[config.mk]
export PLATFORM = sky130hd
export DESIGN_NAME = vga_scan_gen
export DESIGN_NICKNAME = d
export VERILOG_FILES = /design/src/rtl/vga_pkg.sv /design/src/rtl/vga_axis_ctr.sv /design/src/rtl/vga_scan_gen.sv
export SDC_FILE = /design/constraint.sdc
export NUM_CORES = 1
export LEC_CHECK = 0
export CAP_MARGIN = 10
export CORE_ASPECT_RATIO = 0.5
export CORE_MARGIN = 2
export CORE_UTILIZATION = 25
export DETAILED_ROUTE_END_ITERATION = 6
export PLACE_DENSITY = 0.55
export SYNTH_ARGS = -nofsm -noshare
export SYNTH_HDL_FRONTEND = slang
export SYNTH_SLANG_ARGS = --single-unit
[constraint.sdc]
create_clock -name clk -period 7.1 [get_ports clk]
set_input_delay 0.71 -clock clk [delete_from_list [all_inputs] [get_ports clk]]
set_output_delay 0.71 -clock clk [all_outputs]
set_load 0.05 [all_outputs]
[src/rtl/vga_pkg.sv]
// rtl/vga_pkg.sv - shared widths, sync polarities and standard raster timings for vga_scan_gen
package vga_pkg;

  localparam int COORD_W = 11;

  localparam bit SYNC_ACTIVE_LOW  = 1'b0;
  localparam bit SYNC_ACTIVE_HIGH = 1'b1;

  // 640x480@60 text timing (historical 794x528 totals)
  localparam int VGA640_H_ACTIVE     = 640;
  localparam int VGA640_H_SYNC_START = 652;
  localparam int VGA640_H_SYNC_END   = 746;
  localparam int VGA640_H_TOTAL      = 794;
  localparam int VGA640_V_ACTIVE     = 480;
  localparam int VGA640_V_SYNC_START = 492;
  localparam int VGA640_V_SYNC_END   = 494;
  localparam int VGA640_V_TOTAL      = 528;
  localparam bit VGA640_SYNC_POL     = SYNC_ACTIVE_LOW;

  // 800x600@60
  localparam int SVGA800_H_ACTIVE     = 800;
  localparam int SVGA800_H_SYNC_START = 840;
  localparam int SVGA800_H_SYNC_END   = 968;
  localparam int SVGA800_H_TOTAL      = 1056;
  localparam int SVGA800_V_ACTIVE     = 600;
  localparam int SVGA800_V_SYNC_START = 601;
  localparam int SVGA800_V_SYNC_END   = 605;
  localparam int SVGA800_V_TOTAL      = 628;
  localparam bit SVGA800_SYNC_POL     = SYNC_ACTIVE_HIGH;

  function automatic bit timing_ok(input int active, input int sync_start,
                                   input int sync_end, input int total);
    return (active > 0) && (active <= sync_start) && (sync_start <= sync_end) &&
           (sync_end <= total) && (total < (1 << COORD_W));
  endfunction

endpackage

[src/rtl/vga_axis_ctr.sv]
// rtl/vga_axis_ctr.sv - one raster axis: wrapping counter with registered sync and active flags
module vga_axis_ctr
  import vga_pkg::*;
#(
  parameter int TOTAL      = VGA640_H_TOTAL,
  parameter int ACTIVE     = VGA640_H_ACTIVE,
  parameter int SYNC_START = VGA640_H_SYNC_START,
  parameter int SYNC_END   = VGA640_H_SYNC_END,
  parameter bit POL        = SYNC_ACTIVE_LOW
) (
  input  logic               clk,
  input  logic               rst_n,
  input  logic               step,
  output logic [COORD_W-1:0] count,
  output logic               sync,
  output logic               active,
  output logic               wrap
);

  if (!timing_ok(ACTIVE, SYNC_START, SYNC_END, TOTAL)) begin : g_bad_timing
    $error("vga_axis_ctr: illegal ACTIVE/SYNC_START/SYNC_END/TOTAL ordering");
  end

  localparam logic [COORD_W-1:0] LAST   = COORD_W'(TOTAL - 1);
  localparam logic [COORD_W-1:0] ACT_C  = COORD_W'(ACTIVE);
  localparam logic [COORD_W-1:0] SS_C   = COORD_W'(SYNC_START);
  localparam logic [COORD_W-1:0] SE_C   = COORD_W'(SYNC_END);

  logic [COORD_W-1:0] count_next;

  // Combinational so the next axis can step on the same edge as this one wraps.
  assign wrap = step && (count == LAST);

  always_comb begin
    count_next = count;
    if (step) begin
      count_next = wrap ? '0 : count + 1'b1;
    end
  end

  always_ff @(posedge clk or negedge rst_n) begin
    if (!rst_n) begin
      count  <= '0;
      sync   <= ~POL;
      active <= 1'b1;
    end else begin
      count  <= count_next;
      sync   <= ((count_next >= SS_C) && (count_next < SE_C)) ? POL : ~POL;
      active <= (count_next < ACT_C);
    end
  end

endmodule

[src/rtl/vga_scan_gen.sv]
// rtl/vga_scan_gen.sv - raster timing and character-cell address generator (optional line IRQ: VGA_LINE_IRQ_EN)
module vga_scan_gen
  import vga_pkg::*;
#(
  parameter int PIX_DIV      = 2,
  parameter int H_ACTIVE     = VGA640_H_ACTIVE,
  parameter int H_SYNC_START = VGA640_H_SYNC_START,
  parameter int H_SYNC_END   = VGA640_H_SYNC_END,
  parameter int H_TOTAL      = VGA640_H_TOTAL,
  parameter int V_ACTIVE     = VGA640_V_ACTIVE,
  parameter int V_SYNC_START = VGA640_V_SYNC_START,
  parameter int V_SYNC_END   = VGA640_V_SYNC_END,
  parameter int V_TOTAL      = VGA640_V_TOTAL,
  parameter bit H_SYNC_POL   = VGA640_SYNC_POL,
  parameter bit V_SYNC_POL   = VGA640_SYNC_POL,
  parameter int CELL_W       = 8,
  parameter int CELL_H       = 12,
  parameter int COLS         = 80,
  parameter int ADDR_W       = 12
) (
  input  logic               clk,
  input  logic               rst_n,
  output logic               pix_en,
  output logic               hsync,
  output logic               vsync,
  output logic               blank,
  output logic [COORD_W-1:0] hcount,
  output logic [COORD_W-1:0] vcount,
  output logic [ADDR_W-1:0]  cell_addr,
  output logic [3:0]         glyph_x,
  output logic [4:0]         glyph_y,
  output logic               irq_frame,
  input  logic               irq_clear,
  input  logic [COORD_W-1:0] line_cmp,
  output logic               irq_line
);

  if (PIX_DIV < 1 || CELL_W < 1 || CELL_W > 16 || CELL_H < 1 || CELL_H > 32 ||
      COLS < 1 || ADDR_W < 1) begin : g_bad_params
    $error("vga_scan_gen: illegal PIX_DIV/CELL/COLS/ADDR_W parameters");
  end

  localparam int                 DIV_W    = (PIX_DIV > 1) ? $clog2(PIX_DIV) : 1;
  localparam logic [DIV_W-1:0]   DIV_LAST = DIV_W'(PIX_DIV - 1);
  localparam logic [3:0]         CW_LAST  = 4'(CELL_W - 1);
  localparam logic [4:0]         CH_LAST  = 5'(CELL_H - 1);
  localparam logic [ADDR_W-1:0]  COLS_A   = ADDR_W'(COLS);
  localparam logic [COORD_W-1:0] V_LAST_ACTIVE = COORD_W'(V_ACTIVE - 1);

  logic [DIV_W-1:0]  div_cnt, div_next;
  logic              tick;
  logic              h_active, v_active, h_wrap, v_wrap;
  logic [ADDR_W-1:0] cell_col, line_base, col_next, base_next;
  logic [3:0]        gx_next;
  logic [4:0]        gy_next;
  logic              frame_set;

  // tick marks the edge on which pix_en rises; every counter steps on that same edge.
  always_comb begin
    div_next = (div_cnt == DIV_LAST) ? '0 : div_cnt + 1'b1;
    tick     = (div_next == DIV_LAST);
  end

  always_ff @(posedge clk or negedge rst_n) begin
    if (!rst_n) begin
      div_cnt <= '0;
      pix_en  <= 1'b0;
    end else begin
      div_cnt <= div_next;
      pix_en  <= tick;
    end
  end

  vga_axis_ctr #(
    .TOTAL(H_TOTAL), .ACTIVE(H_ACTIVE), .SYNC_START(H_SYNC_START),
    .SYNC_END(H_SYNC_END), .POL(H_SYNC_POL)
  ) u_h (
    .clk(clk), .rst_n(rst_n), .step(tick),
    .count(hcount), .sync(hsync), .active(h_active), .wrap(h_wrap)
  );

  vga_axis_ctr #(
    .TOTAL(V_TOTAL), .ACTIVE(V_ACTIVE), .SYNC_START(V_SYNC_START),
    .SYNC_END(V_SYNC_END), .POL(V_SYNC_POL)
  ) u_v (
    .clk(clk), .rst_n(rst_n), .step(h_wrap),
    .count(vcount), .sync(vsync), .active(v_active), .wrap(v_wrap)
  );

  assign blank = ~(h_active & v_active);

  // Cell position tracked with wrap counters and a running row base, avoiding divide/multiply.
  always_comb begin
    gx_next   = glyph_x;
    gy_next   = glyph_y;
    col_next  = cell_col;
    base_next = line_base;
    if (h_wrap) begin
      gx_next  = '0;
      col_next = '0;
      if (v_wrap) begin
        gy_next   = '0;
        base_next = '0;
      end else if (glyph_y == CH_LAST) begin
        gy_next   = '0;
        base_next = line_base + COLS_A;
      end else begin
        gy_next = glyph_y + 1'b1;
      end
    end else if (tick) begin
      if (glyph_x == CW_LAST) begin
        gx_next  = '0;
        col_next = cell_col + 1'b1;
      end else begin
        gx_next = glyph_x + 1'b1;
      end
    end
  end

  always_ff @(posedge clk or negedge rst_n) begin
    if (!rst_n) begin
      glyph_x   <= '0;
      glyph_y   <= '0;
      cell_col  <= '0;
      line_base <= '0;
      cell_addr <= '0;
    end else begin
      glyph_x   <= gx_next;
      glyph_y   <= gy_next;
      cell_col  <= col_next;
      line_base <= base_next;
      cell_addr <= base_next + col_next;
    end
  end

  assign frame_set = h_wrap && (vcount == V_LAST_ACTIVE);

  always_ff @(posedge clk or negedge rst_n) begin
    if (!rst_n) begin
      irq_frame <= 1'b0;
    end else begin
      irq_frame <= frame_set | (irq_frame & ~irq_clear);
    end
  end

`ifdef VGA_LINE_IRQ_EN
  logic [COORD_W-1:0] vcount_next;
  logic               line_set;

  // vcount_next never reaches V_TOTAL, so an out-of-range line_cmp cannot fire.
  always_comb begin
    vcount_next = v_wrap ? '0 : vcount + 1'b1;
    line_set    = h_wrap && (vcount_next == line_cmp);
  end

  always_ff @(posedge clk or negedge rst_n) begin
    if (!rst_n) begin
      irq_line <= 1'b0;
    end else begin
      irq_line <= line_set | (irq_line & ~irq_clear);
    end
  end
`else
  logic unused_line_cmp;
  assign unused_line_cmp = ^line_cmp;
  assign irq_line        = 1'b0;
`endif

endmodule

# [Word-level counts from Yosys, hierarchy flattened]
# Cells that the tools add are included.
[word_totals] in_bits=14 ff_bits=73 output_inout_bits=49
[classes] n_eq_ne=5 n_bitwise=5 n_mux=18 reduce_logical=6 order_cmp=6 n_addsub=8
[op_table] operator="two-way mux 12 bit" count=6
[op_table] operator="two-way mux 11 bit" count=4
[op_table] operator="adder 11 x 1 -> 11 bit, second input constant" count=2
[op_table] operator="equality test 11 x 10 -> 1 bit, second input constant" count=2
[op_table] operator="< comparator 11 x 10 -> 1 bit, second input constant" count=2
[op_table] operator="< comparator 11 x 9 -> 1 bit, second input constant" count=2
[op_table] operator="adder 12 x 1 -> 12 bit, second input constant" count=1
[op_table] operator="adder 12 bit" count=1
[op_table] operator="adder 12 x 7 -> 12 bit, second input constant" count=1
[op_table] operator="two-way mux 4 bit" count=3
[op_table] operator="equality test 11 x 9 -> 1 bit, second input constant" count=1
[op_table] operator="greater-or-equal comparator 11 x 10 -> 1 bit, second input constant" count=1
[op_table] operator="greater-or-equal comparator 11 x 9 -> 1 bit, second input constant" count=1
[op_table] operator="two-way mux 5 bit" count=2
[op_table] operator="adder 5 x 1 -> 5 bit, second input constant" count=1
[op_table] operator="equality test 5 x 4 -> 1 bit, second input constant" count=1
[op_table] operator="logical AND 1 bit" count=5
[op_table] operator="adder 4 x 1 -> 4 bit, second input constant" count=1
[op_table] operator="equality test 4 x 3 -> 1 bit, second input constant" count=1
[op_table] operator="two-way mux 1 bit" count=3
[op_table] operator="bitwise AND 1 bit" count=2
[op_table] operator="inverter 1 bit" count=2
[op_table] operator="nonzero test 2 bit" count=1
[op_table] operator="adder 1 bit, second input constant" count=1
[op_table] operator="OR 1 bit" count=1

# [Logic depth before layout (Yosys ltp)]
[logic_depth] depth_word=9 mapped_depth=17

# [By module]
# From an unflattened synthesis, not the netlist that was laid out.
[unflattened] hier_cells=411 hier_area_um2=4090.2
[modules_own_cells] module="vga_scan_gen" cells_each=254 area_per_inst_um2=2537.4 seq_area_each_um2=1176.1 n_inst=1
[modules_own_cells] module="vga_axis_ctr (u_h)" cells_each=87 area_per_inst_um2=830.8 seq_area_each_um2=327.8 n_inst=1
[modules_own_cells] module="vga_axis_ctr (u_v)" cells_each=70 area_per_inst_um2=721.9 seq_area_each_um2=327.8 n_inst=1

# [Least setup slack after synthesis]
# OpenSTA, ideal clock, no wires.
[synth_path] path_type="register to register" startpoint="register u_h.count[0]" endpoint="register cell_addr[10]" t_required_ns=7.031 arrival_time_ns=3.597 path_stages_with_launch=17 setup_time_ns=0.069 period_less_slack_ns=3.666 slack_ns=3.434 path_cell_list="dfrtp_1 > ha_1 > nor4b_4 > and3_1 > clkbuf_1 > buf_2 > buf_1 > nor2_1 > ha_1 > inv_1 > fa_1 > nor2b_1 > o21ai_0 > a21o_1 > a31oi_1 > or4_1 > nand3_1"
[synth_lines] element="start, declared" line_no="vga_axis_ctr.sv:14" rtl="output logic [COORD_W-1:0] count,"
[synth_lines] element="start signal, assigned" line_no="vga_axis_ctr.sv:47" rtl="count <= count_next;"
[synth_lines] element="equality test 11 x 10 -> 1 bit" line_no="vga_axis_ctr.sv:32" rtl="assign wrap = step && (count == LAST);"
[synth_lines] element="logical AND 1 bit" line_no="vga_axis_ctr.sv:32"
[synth_lines] element="two-way mux 12 bit" line_no="vga_scan_gen.sv:98" rtl="if (h_wrap) begin"
[synth_lines] element="named net col_next[0]" line_no="vga_scan_gen.sv:53" rtl="logic [ADDR_W-1:0] cell_col, line_base, col_next, base_next;"
[synth_lines] element="adder 12 bit" line_no="vga_scan_gen.sv:132" rtl="cell_addr <= base_next + col_next;"
[synth_lines] element="end signal, assigned" line_no="vga_scan_gen.sv:132"
[synth_lines] element="end, declared" line_no="vga_scan_gen.sv:29" rtl="output logic [ADDR_W-1:0] cell_addr,"
# The timed path passes the listed nets, and every way through them passes these cells.
# A chain may end at the register's enable or synchronous reset.

# [Final worst setup path]
[layout_path] startpoint="register div_cnt" endpoint="register cell_addr[11]"
[layout_via] elab_chain_len=7
[layout_rtl] element="start, declared" line_no="vga_scan_gen.sv:50" rtl="logic [DIV_W-1:0] div_cnt, div_next;"
[layout_rtl] element="start signal, assigned" line_no="vga_scan_gen.sv:69" rtl="div_cnt <= div_next;"
[layout_rtl] element="adder 1 bit" line_no="vga_scan_gen.sv:60" rtl="div_next = (div_cnt == DIV_LAST) ? '0 : div_cnt + 1'b1;"
[layout_rtl] element="two-way mux 1 bit *" line_no="vga_scan_gen.sv:60"
[layout_rtl] element="logical AND 1 bit *" line_no="vga_axis_ctr.sv:32"
[layout_rtl] element="logical AND 1 bit" line_no="vga_axis_ctr.sv:32"
[layout_rtl] element="two-way mux 12 bit" line_no="vga_scan_gen.sv:101" rtl="if (v_wrap) begin"
[layout_rtl] element="two-way mux 12 bit *" line_no="vga_scan_gen.sv:98"
[layout_rtl] element="named net base_next[4]" line_no="vga_scan_gen.sv:53"
[layout_rtl] element="adder 12 bit *" line_no="vga_scan_gen.sv:132"
# Mark *: on every way through the listed nets, which the timed path passes. The rest lies on a longest branch.

==> flow_summary.json <==
{
  "status": "finished, final reports clean",
  "netlist_instances": 401,
  "yosysTopAreaCell": "dfrtp_1",
  "io_buffers": 50,
  "fin_area_sq_um": 4990,
  "ioPinCount": 63,
  "post-route-period-util_pct": 57.0,
  "async_flop_share_pct": 100,
  "yosys.area_share.adder_pct": 6.13,
  "fin_setup_tns_ps": 0,
  "cp_cell_sequence": "nor4b_4, and3_1, nand2_1, xor2_1, nor2_1, ha_1, o21a_1, o21ai_0, o31ai_1, a21o_1, a21oi_1, xor2_1",
  "critPathKind": "flip-flop to flip-flop",
  "dpl-instance-area_sq_um": 4660,
  "drv_cap": 0,
  "root_buffer": "clkbuf_16",
  "synth_compound_area_share_pct": 9.57,
  "fin_util_pct": 32.1,
  "diodes": 0,
  "postRouteWirelength_mm": 8.62,
  "antenna_left": 0,
  "gp_congestion": 0.759,
  "cts.sinks": 73,
  "die_x_um": 183,
  "fillers": 1594,
  "setup_violations": 0,
  "synthXorXnorAreaFrac_pct": 9.64,
  "crit_path_frequent_cell": "xor2_1",
  "drv_slew": 0,
  "core-area_sq_um": 15500,
  "min_period_ps": 4040,
  "synth.area.mux_share_pct": 0.250,
  "synth_area_sq_um": 4000,
  "synth_edf_count": 0,
  "max-vdd-ir-drop_v": 0.0000883,
  "clock_skew_ps": 9.34,
  "cts_tree": "built",
  "fp-row-count": 32,
  "postCtsHoldBufs": 0,
  "start_util_pct": 25.7,
  "netlist_top_cells_area": "dfrtp_1, ha_1, xnor2_1",
  "end_kind": "flip-flop",
  "synth_top_area_share_pct": 43.2,
  "h-tree-depth": 3,
  "cp_data_arrival_time_ps": 4300,
  "worstPathRequired_ps": 7350,
  "grt_pass1_wl_mm": 14.6,
  "avgSynthCellArea_sq_um": 9.97,
  "first_pass_iters": 4,
  "cts_made_buffers": 9,
  "yosys.area_share.simple_pct": 24.5,
  "synth_fp_nets": 434,
  "synth_top_family_by_area": "simple AND/OR/NAND/NOR gates",
  "post_cts_resized": 0,
  "power.density_nw_per_um2": 186,
  "synthFlopType": "dfrtp_1",
  "power_mw": 0.927,
  "track_usage_pct": 10.8,
  "dp.cells": 638,
  "worstSkewPairLatency_ps": 330,
  "nNetsFinal": 478,
  "synth_commonest_cells": "dfrtp_1, nand2_1, nor2_1, xnor2_1, nand3_1",
  "grt_max_degree": 74,
  "finalNonFillerCells": 654,
  "ys_seq_elements": 73,
  "multiInputGateArea_sq_um": 2010,
  "hp-class": "input port to asynchronous set/reset pin",
  "worst_path_max_delay_cell": "and3_1",
  "dieHeight_um": 93.4,
  "leakagePower_nw": 2.16,
  "drive_gt1_share_pct": 8.22,
  "area_growth_pct": 24.7,
  "via_count": 2956,
  "drt_iter0_markers": 102,
  "reg2reg_depth": 12,
  "pre_cts_ws_ps": 3030,
  "fmax_ghz": 0.247,
  "cts.path.max_buffers": 2,
  "grt_pass1_vias": 2917,
  "max_slew_margin_pct": 29.7,
  "startpoint_type": "flip-flop",
  "critPathMaxFanout": 23,
  "drc": 0,
  "vias_per_cell": 4.52,
  "antenna_found_initial": 0,
  "holdWs_ps": 506,
  "rsz0062_at_grt": "no",
  "critical_path.max_stage_delay_ps": 810,
  "hold_viol": 0,
  "path_clk_slew_ps": 60,
  "yosysWarnings": 0,
  "ys_types": 65,
  "grt.overflow.total": 0,
  "synth.yosys.seq_area_share_pct": 45.8,
  "post-cts-setup-buffer-count": 0,
  "worstMarginPinSlew_ps": 1040,
  "ff_latch_area_sq_um": 1830,
  "yosysMostFrequentCell": "dfrtp_1",
  "hpwl_mm": 5.82,
  "die-area_sq_um": 17100,
  "setup_slack_ps": 3060,
  "wire_per_inst_um": 13.2
}
[final timing paths]
kind | slack, ps | start | end
worst max-delay path | 3060 | div_cnt | cell_addr[11]
worst min-delay path | 510 | rst_n | cell_addr[2]
worst max register to register | 3060 | div_cnt | cell_addr[11]
worst min register to register | 530 | line_base[2] | line_base[2]
max in group asynchronous | 5970 | rst_n | u_v.count[3]
min in group clk | 530 | line_base[2] | line_base[2]
[where the power goes]
group	switching (mW)	total, mW	internal (mW)	leakage, nW
registers	0.0000000000000000113	0.416	0.416	0.960
logic	0.00913	0.00993	0.000797	1.04
clock network	0.175	0.500	0.326	0.162
[cell usage in the layout (no fill, tap or decap), types with 3 or more instances in the layout]
cell,count
dfrtp_1,69
clkdlybuf4s50_1,49
nand2_1,35
nor2_1,35
xnor2_1,25
nand3_1,22
o21ai_0,20
xor2_1,19
ha_1,18
inv_1,16
a21oi_1,11
and3_1,10
nand4_1,9
clkbuf_16,9
nor2b_1,8
nor3_1,6
o31ai_1,6
a21o_1,5
nor3b_1,4
dfstp_2,4
and4b_1,3
nor4_1,3
nor4bb_1,3
or2_2,3
o211ai_1,3
nand3b_1,3
[metal layers]
| layer | up-vias | GRT usage, % | share of wire [%] |
|---|---|---|---|
| li1 | 1491 | - | - |
| met1 | 1417 | 14.1 | 51 |
| met2 | 38 | 17.0 | 45 |
| met3 | 10 | 2.88 | 2.8 |
| met4 | 0 | 4.47 | 1.5 |
| met5 | - | 0 | 0 |
[state kept, by name (all words and copies together) (netlist names)]
register,flops
div_cnt,1
u_h.sync,1
glyph_x,4
cell_addr,12
glyph_y,5
u_h.count,11
cell_col,12
line_base,12
irq_frame,1
u_v.sync,1
u_h.active,1
u_v.count,11
u_v.active,1
[final cells by class]
| cell class | count | share of cell area, % |
|---|---|---|
| clock buffer | 11 | 5.07 |
| clock inverter | 5 | 1.56 |
| inverter | 16 | 1.20 |
| multi-input combinational | 294 | 40.2 |
| sequential | 73 | 36.7 |
| tap | 204 | 5.12 |
| timing repair buffer | 51 | 10.1 |
[worst max-delay path: cells and delay by family, from the launching register on]
kind	cells	cell delay (ps)
fa+ha+maj	1	320
xor+xnor	2	370
simple gates	4	1710
compound gates	5	960
flops	1	610
[cells by family after synthesis]
group	after synthesis
adder cells (fa/ha/maj)	19
buffers and inverters	34
flip-flops	73
AO/OA/AOI/OAI	60
AND/OR/NAND/NOR	169
other	1
multiplexers	1
XOR/XNOR	44
(Power assumes the default switching activity.)
